## config.mk

```make
export PLATFORM = sky130hd
export DESIGN_NAME = pipe_reg_file
export DESIGN_NICKNAME = d
export VERILOG_FILES = /design/src/rtl/pipe_reg_file_pkg.sv /design/src/rtl/pipe_reg_file_reg_scoreboard.sv /design/src/rtl/pipe_reg_file.sv
export SDC_FILE = /design/constraint.sdc
export NUM_CORES = 2
export LEC_CHECK = 0
export CAP_MARGIN = 25
export CORE_ASPECT_RATIO = 1.4
export CORE_MARGIN = 8
export CORE_UTILIZATION = 52
export CTS_BUF_LIST = sky130_fd_sc_hd__clkbuf_8
export DETAILED_ROUTE_END_ITERATION = 7
export DONT_BUFFER_PORTS = 1
export PLACE_DENSITY = 0.64
export SYNTH_ARGS = -nofsm -noshare
export SYNTH_HDL_FRONTEND = slang
export SYNTH_HIERARCHICAL = 1
export SYNTH_SLANG_ARGS = --single-unit
```

## constraint.sdc

```tcl
create_clock -name clk -period 3.1 [get_ports clk]
set_clock_uncertainty 0.15 [all_clocks]
set_input_delay 0.31 -clock clk [delete_from_list [all_inputs] [get_ports clk]]
set_output_delay 0.31 -clock clk [all_outputs]
set_load 0.05 [all_outputs]
```

## src/rtl/pipe_reg_file_pkg.sv

```systemverilog
`default_nettype none
// ---------------------------------------------------------------
// pipe_reg_file_pkg : shared types and defaults for the register file
// Rev 1.0
// ---------------------------------------------------------------
package pipe_reg_file_pkg;

    localparam int DEF_DATA_W   = 32;
    localparam int DEF_NUM_REGS = 32;
    localparam int DEF_NUM_RD   = 2;

    typedef logic [DEF_DATA_W-1:0]           word_t;
    typedef logic [$clog2(DEF_NUM_REGS)-1:0] reg_addr_t;

    localparam reg_addr_t REG_ZERO = '0;

endpackage
`default_nettype wire

```

## src/rtl/pipe_reg_file_reg_scoreboard.sv

```systemverilog
`default_nettype none
// ---------------------------------------------------------------
// reg_scoreboard : per-register pending bits with flush/alloc/write priority
// Rev 1.0
// ---------------------------------------------------------------
module reg_scoreboard
    import pipe_reg_file_pkg::*;
#(
    parameter int NUM_REGS = DEF_NUM_REGS,
    parameter int NUM_RD   = DEF_NUM_RD,
    parameter bit ZERO_REG = 1'b1,
    localparam int ADDR_W  = $clog2(NUM_REGS)
) (
    input  logic                           clk,
    input  logic                           rst_n,
    input  logic                           wr_en,
    input  logic [ADDR_W-1:0]              wr_addr,
    input  logic                           alloc_en,
    input  logic [ADDR_W-1:0]              alloc_addr,
    input  logic                           flush,
    input  logic [NUM_RD-1:0][ADDR_W-1:0]  rd_addr,
    output logic [NUM_RD-1:0]              rd_pending,
    output logic                           any_pending
);

    logic [NUM_REGS-1:0] r_pending;
    logic [NUM_REGS-1:0] w_pending_nxt;

    // Flush beats alloc, alloc beats write-release on the same register.
    always_comb begin
        w_pending_nxt = r_pending;
        for (int i = 0; i < NUM_REGS; i++) begin
            if (wr_en && (wr_addr == ADDR_W'(i)))
                w_pending_nxt[i] = 1'b0;
            if (alloc_en && !flush && (alloc_addr == ADDR_W'(i)))
                w_pending_nxt[i] = 1'b1;
        end
        if (flush)
            w_pending_nxt = '0;
        if (ZERO_REG)
            w_pending_nxt[0] = 1'b0;
    end

    always_ff @(posedge clk or negedge rst_n) begin
        if (!rst_n)
            r_pending <= '0;
        else
            r_pending <= w_pending_nxt;
    end

    assign any_pending = |r_pending;

    generate
        for (genvar p = 0; p < NUM_RD; p++) begin : g_rd_pend
            assign rd_pending[p] = r_pending[rd_addr[p]];
        end
    endgenerate

endmodule
`default_nettype wire

```

## src/rtl/pipe_reg_file.sv

```systemverilog
`default_nettype none
// ---------------------------------------------------------------
// pipe_reg_file : clocked register file with bypass and pending scoreboard
// Rev 1.0
// ---------------------------------------------------------------
module pipe_reg_file
    import pipe_reg_file_pkg::*;
#(
    parameter int DATA_W   = DEF_DATA_W,
    parameter int NUM_REGS = DEF_NUM_REGS,
    parameter int NUM_RD   = DEF_NUM_RD,
    parameter bit ZERO_REG = 1'b1,
    parameter bit BYPASS   = 1'b1,
    localparam int ADDR_W  = $clog2(NUM_REGS)
) (
    input  logic                           clk,
    input  logic                           rst_n,
    input  logic [NUM_RD-1:0][ADDR_W-1:0]  rd_addr,
    output logic [NUM_RD-1:0][DATA_W-1:0]  rd_data,
    output logic [NUM_RD-1:0]              rd_pending,
    input  logic                           wr_en,
    input  logic [ADDR_W-1:0]              wr_addr,
    input  logic [DATA_W-1:0]              wr_data,
    input  logic                           alloc_en,
    input  logic [ADDR_W-1:0]              alloc_addr,
    input  logic                           flush,
    output logic                           any_pending
);

    logic [DATA_W-1:0] r_regs [NUM_REGS];
    logic [NUM_RD-1:0] w_sb_pending;
    logic              w_wr_ok;
    logic              w_alloc_ok;

    assign w_wr_ok    = wr_en    && !(ZERO_REG && (wr_addr    == '0));
    assign w_alloc_ok = alloc_en && !(ZERO_REG && (alloc_addr == '0));

    always_ff @(posedge clk or negedge rst_n) begin
        if (!rst_n) begin
            for (int i = 0; i < NUM_REGS; i++)
                r_regs[i] <= '0;
        end else if (w_wr_ok) begin
            r_regs[wr_addr] <= wr_data;
        end
    end

    reg_scoreboard #(
        .NUM_REGS (NUM_REGS),
        .NUM_RD   (NUM_RD),
        .ZERO_REG (ZERO_REG)
    ) u_scoreboard (
        .clk         (clk),
        .rst_n       (rst_n),
        .wr_en       (w_wr_ok),
        .wr_addr     (wr_addr),
        .alloc_en    (w_alloc_ok),
        .alloc_addr  (alloc_addr),
        .flush       (flush),
        .rd_addr     (rd_addr),
        .rd_pending  (w_sb_pending),
        .any_pending (any_pending)
    );

    generate
        for (genvar p = 0; p < NUM_RD; p++) begin : g_rd
            logic [DATA_W-1:0] w_data;
            logic              w_pend;
            logic              w_zero;
            logic              w_byp;

            assign w_zero = ZERO_REG && (rd_addr[p] == '0);
            // Gated by rst_n so a write presented during reset cannot leak out.
            assign w_byp  = BYPASS && rst_n && wr_en && (wr_addr == rd_addr[p]);

            always_comb begin
                w_data = r_regs[rd_addr[p]];
                w_pend = w_sb_pending[p];
                if (w_zero) begin
                    w_data = '0;
                    w_pend = 1'b0;
                end else if (w_byp) begin
                    w_data = wr_data;
                    w_pend = 1'b0;
                end
            end

            assign rd_data[p]    = w_data;
            assign rd_pending[p] = w_pend;
        end
    endgenerate

endmodule
`default_nettype wire

```

[Word level (Yosys, flattened, before mapping)]
Index checks and enable logic that the tools add are counted.
Word-level totals
  input port bits: 57
  flip-flop bits (word level): 1055
  logic and storage cells: 330
  bits in writable memories: 0
  latch bits: 0
  memories kept: 0
  ROM bits: 0
  output and inout bits: 67
Cells by class
  eq/ne operators: 64
  muxes and demuxes: 85
  add/sub/neg operators: 0
  shifts and indexed selects: 0
  reductions and logical operators: 109
  multipliers: 0
  divide/modulo/power cells: 0
  bitwise gates (word level): 3
  magnitude comparators: 6
Operators by type and width (count)
  1024-bit bitwise mux: 1
  32-bit binary-select mux with 5-bit select: 2
  32-bit two-way mux: 10
  32-bit demux with 5-bit select: 1
  5-bit == test (second input constant): 32
  3-bit nonzero test: 31
  5-bit by 4-bit == test with 1-bit output (second input constant): 16
  1-bit logical AND: 70
  1-bit two-way mux: 69
  5-bit by 3-bit == test with 1-bit output (second input constant): 8
  31-bit OR reduction: 1
  5-bit by 2-bit == test with 1-bit output (second input constant): 4
  5-bit zero test: 4
  6-bit >= comparator (second input constant): 3
  5-bit inverter with 6-bit output: 3
  5-bit by 6-bit less-than comparator with 1-bit output (second input constant): 2
  1-bit binary-select mux with 5-bit select: 2
  5-bit by 1-bit == test with 1-bit output (second input constant): 2
  5-bit == test: 2
  6-bit by 1-bit less-than comparator with 1-bit output (second input constant): 1
  1-bit zero test: 3

[Logic depth before layout (Yosys ltp)]
  depth in word-level cells: 7
  mapped depth: 11
  depth with buffers taken out: 6

[By module]
Netlist, hierarchy kept.
By module, submodules not included
  pipe_reg_file: seq. area each 25624.6 µm², cells each 4029, instances 1, area each 56015.0 µm²
  reg_scoreboard: seq. area each 775.7 µm², cells each 229, instances 1, area each 2075.7 µm²

[Worst setup path after synthesis]
OpenSTA, ideal clock, no wires.
  path kind: input to output
  start: input port rd_addr[1] (netlist name)
  end: output port rd_data[31] (netlist name)
  stages: 10
  slack: -35 ps
  required time: 2640 ps
  data arrival time: 2675 ps
  buffers on the path: 4
  path through: buf_4 buf_6 and3b_1 clkbuf_1 buf_2 a221oi_1 o21ai_1 a21oi_1 nor3_1 nor3_1
RTL lines
  from (decl): RTL line pipe_reg_file.sv:18  | input logic [NUM_RD-1:0][ADDR_W-1:0] rd_addr,
  to (decl): RTL line pipe_reg_file.sv:19  | output logic [NUM_RD-1:0][DATA_W-1:0] rd_data,

==> flow_metrics.env <==
export IMPL_grt_antenna_before_repair=7
export IMPL_worst_path_dominant_cell_family="multiplexers"
export IMPL_numPortBuffers=0
export IMPL_max_slew_headroom_pct=-25.1
export IMPL_synth_yosys_seq_area_share_pct=45.4
export IMPL_ys_flop_type="dfrtp_1"
export IMPL_layout_worst_path_cycle_share_pct=118
export IMPL_chipWidth_um=298
export IMPL_worstPathBufferInverterCount=2
export IMPL_switchingPower_mw=11.7
export IMPL_route_detailed_drc=0
export IMPL_final_nets=4437
export IMPL_std_cell_rows=145
export IMPL_p_comb_share_pct=24.1
export IMPL_setup_violation_total_in_the_final_timing_report=64
export IMPL_post_syn_instances=4258
export IMPL_rsz0062_at_grt="yes"
export IMPL_power_clock_fraction_pct=30.2
export IMPL_ys_warnings_count=6
export IMPL_fin_setup_tns_ns=-15.17
export IMPL_cts_num_sinks=1055
export IMPL_clock_root_buffer="clkbuf_8"
export IMPL_max_clock_freq_mhz=272
export IMPL_track_usage_pct=32.4
export IMPL_critical_path_slowest_cell="mux4_2"
export IMPL_cts_tree="done"
export IMPL_wp_data_arrival_ns=3.21
export IMPL_route_antenna_remaining_nets=0
export IMPL_powerDensity_nw_per_um2=585
export IMPL_crit_required_ns=2.64
export IMPL_route_final_wire_length_mm=205
export IMPL_synth_lib_cells_used_distinct=70
export IMPL_hold_viol=5
export IMPL_tritoncts_num_buffers=170
export IMPL_timing_critical_path_cells="mux4_2, mux2i_4, a21oi_1, buf_4, nor3_4, nor3_2, buf_12"
export IMPL_sum_of_net_half_perimeters_after_detailed_placement_mm=113
export IMPL_timing_max_cap_violations=0
export IMPL_global_route_wire_length_before_repair_mm=294
export IMPL_postSynth_asyncResetShare_pct=100
export IMPL_detail_route_iter0_violations=3971
export IMPL_synth_ff_latch_count=1055
export IMPL_post_route_min_period_ns=3.67
export IMPL_fin_hold_ws_ns=-0.00455
export IMPL_worst_skew_pair_late_latency_ns=0.90
export IMPL_power_sequential_fraction_pct=45.7
export IMPL_tightestPinTransition_ns=1.88
export IMPL_max_stage_delay_ns=1.13
export IMPL_timing_worst_setup_path_type="in -> out"
export IMPL_detail_route_first_pass_iterations=5
export IMPL_avgSynthCellArea_um2=13.6
export IMPL_power_ir_vdd_worst_uv=429
export IMPL_power_leakage_nw=29.7
export IMPL_grt_remaining_overflow=0
export IMPL_vias_per_cell=6.88
export IMPL_grt_pass1_vias=42348
export IMPL_post_route_worst_setup_slack_ns=-0.570
export IMPL_slew_violations=148
export IMPL_cts_htree_levels=4
export IMPL_pint_mw=28.1
export IMPL_core_area_um2=111000
export IMPL_violations="negative hold slack, max-slew violations, negative setup slack"
export IMPL_critPathMaxFanout=351
export IMPL_cts_reportedPaths_clkPinSlew_ns=0.05
export IMPL_die_height_um=411
export IMPL_start_kind="input port"
export IMPL_min_path_type="in -> async"
export IMPL_drive_gt1_share_pct=49.5
export IMPL_status="finished with violations"
export IMPL_design_portCount=124
export IMPL_synth_net_count=4315
export IMPL_design_die_area_um2=123000
export IMPL_instances_no_fill=5983
export IMPL_critPathCaptureType="output pin"
export IMPL_gp_congestion=0.857
export IMPL_pin_count_of_the_biggest_net_entering_global_routing=1058
export IMPL_floorplan_initialDensity_pct=52.2
export IMPL_post_drt_wl_per_cell_um=34.2
export IMPL_max_clock_path_buffers=3
export IMPL_area_growth_synth_to_finish_pct=17.1
export IMPL_netlist_area_um2=58100
export IMPL_netSwitchingFraction_pct=29.4
export IMPL_routed_via_count=41179
export IMPL_placed_cells_incl_taps=5512
export IMPL_edff_count_synth=0
==> state kept, by name, indices dropped and copies added (netlist names) <==
| name | cells |
|---|---|
| r_regs | 1024 |
| u_scoreboard/r_pending | 31 |
==> area by class of cell <==
class                           count  area (um2)
Multi-Input combinational cell   2726       31400
Fill cell                        8550       43200
Antenna cell                       10        25.0
Tap cell                         1470        1840
Sequential cell                  1055       26400
Timing Repair Buffer              415        5030
Clock buffer                      213        2930
Clock inverter                     82         388
Inverter                           12        45.0
==> metal layers <==
layer  global-route usage (%)  part of all wire [%]  wire, um  vias up
met5                        0                0.0064        13        -
met2                     51.0                    47     96000     2067
li1                         -                     -         -    16599
met1                     40.8                    38     77000    21867
met3                     7.56                   8.7     17700      644
met4                     19.6                   6.7     13800        2
==> synthesized netlist by cell type (all sizes together) (50+ instances only) <==
cell type	n	share of area [%]
dfrtp	1055	45
mux2	1009	20
mux2i	417	7.2
mux4	337	13
buf	262	3.0
clkbuf	203	1.3
o21ai	107	0.95
nor2	90	0.61
nand2	82	0.53
a22oi	78	1.0
a21oi	74	0.64
nor3	74	0.66
a221oi	67	1.0
o22ai	55	0.59
nand3	50	0.43
==> timing repair <==
action	4_1_cts	5_1_grt
pin swaps	89	65
buffers inserted	43	23
resized for setup	286	114
endpoints found under the hold margin	2078	792
hold buffers	70	20
cloned	0	4
setup endpoints to repair	62	68
==> worst paths after layout <==
path	from	end	cells past startpoint	slack (ns)
worst min register to register	r_regs[1015]	r_regs[1015]	0	0.25
min in group clk	wr_data[4]	r_regs[964]	2	0.05
worst min-delay path	rst_n	r_regs[624]	3	-0.005
worst max-delay path	rd_addr[0]	rd_data[15]	7	-0.57
worst max register to register	u_scoreboard/r_pending[11]	u_scoreboard/r_pending[11]	3	1.56
max in group asynchronous	rst_n	r_regs[411]	6	1.03
==> worst min-delay path, cell delays in order <==
cell and delay, ns:
clkbuf_16 0.09, dlygate4sd3_1 0.63, buf_16 0.45
==> metrics by stage <==
stage	setup WS (ns)	util [%]	power (mW)	hold slack, ns	area (um2)
final	-0.570	61.2	39.8	-0.00455	68000
after global routing	-0.231	61.2	41.4	-0.00130	68000
after CTS	-0.270	59.6	39.1	-1.03	66200
after detailed placement	-0.0348	54.5	26.3	-0.0399	60600
after global placement	-0.0804	54.5	26.0	-0.0407	60600
after floorplan	0.00952	-	24.3	-0.136	58200
==> power by group through the flow <==
| stage | logic, mW | registers, mW | clock network (mW) |
|---|---|---|---|
| CTS | 8.82 | 18.1 | 12.2 |
| global placement | 7.75 | 18.2 | 0 |
| global route | 10.1 | 18.5 | 12.8 |
| detailed placement | 7.90 | 18.4 | 0 |
| finish | 9.58 | 18.2 | 12.0 |
| floorplan | 6.59 | 17.7 | 0 |
==> logic make-up after synthesis <==
logic type      share of synthesized area (%)
xor+xnor                                0.151
mux                                      39.8
buf+inv                                  4.38
flops                                    45.4
compound gates                           6.40
simple gates                             3.82
==> cell usage in the layout, fill, tap and decap left out, types with 16 or more instances in the layout <==
cell,Yosys,final
dfrtp_1,1055,1054
mux2_2,989,982
mux2i_1,417,389
mux4_2,337,337
clkbuf_8,0,213
buf_4,43,197
buf_12,5,80
dlygate4sd3_1,0,74
a22oi_1,78,73
inv_1,11,68
nand2_1,82,67
nor2_1,86,61
o21ai_0,98,53
a221oi_1,65,50
a21oi_1,74,49
nand3_1,50,45
nor3_2,3,44
o211ai_1,30,30
o21ai_1,7,28
buf_6,38,28
nor2b_1,37,27
a221o_1,26,26
o22ai_2,0,24
a211oi_1,33,23
nor2_4,1,21
a21oi_2,0,21
buf_16,0,21
mux2_1,20,20
o21ai_2,1,19
nor3_4,0,19
a221oi_2,2,17
mux2i_4,0,17
clkinv_2,0,17
o22ai_1,55,16
No activity file was read; power rests on OpenSTA's default activity.
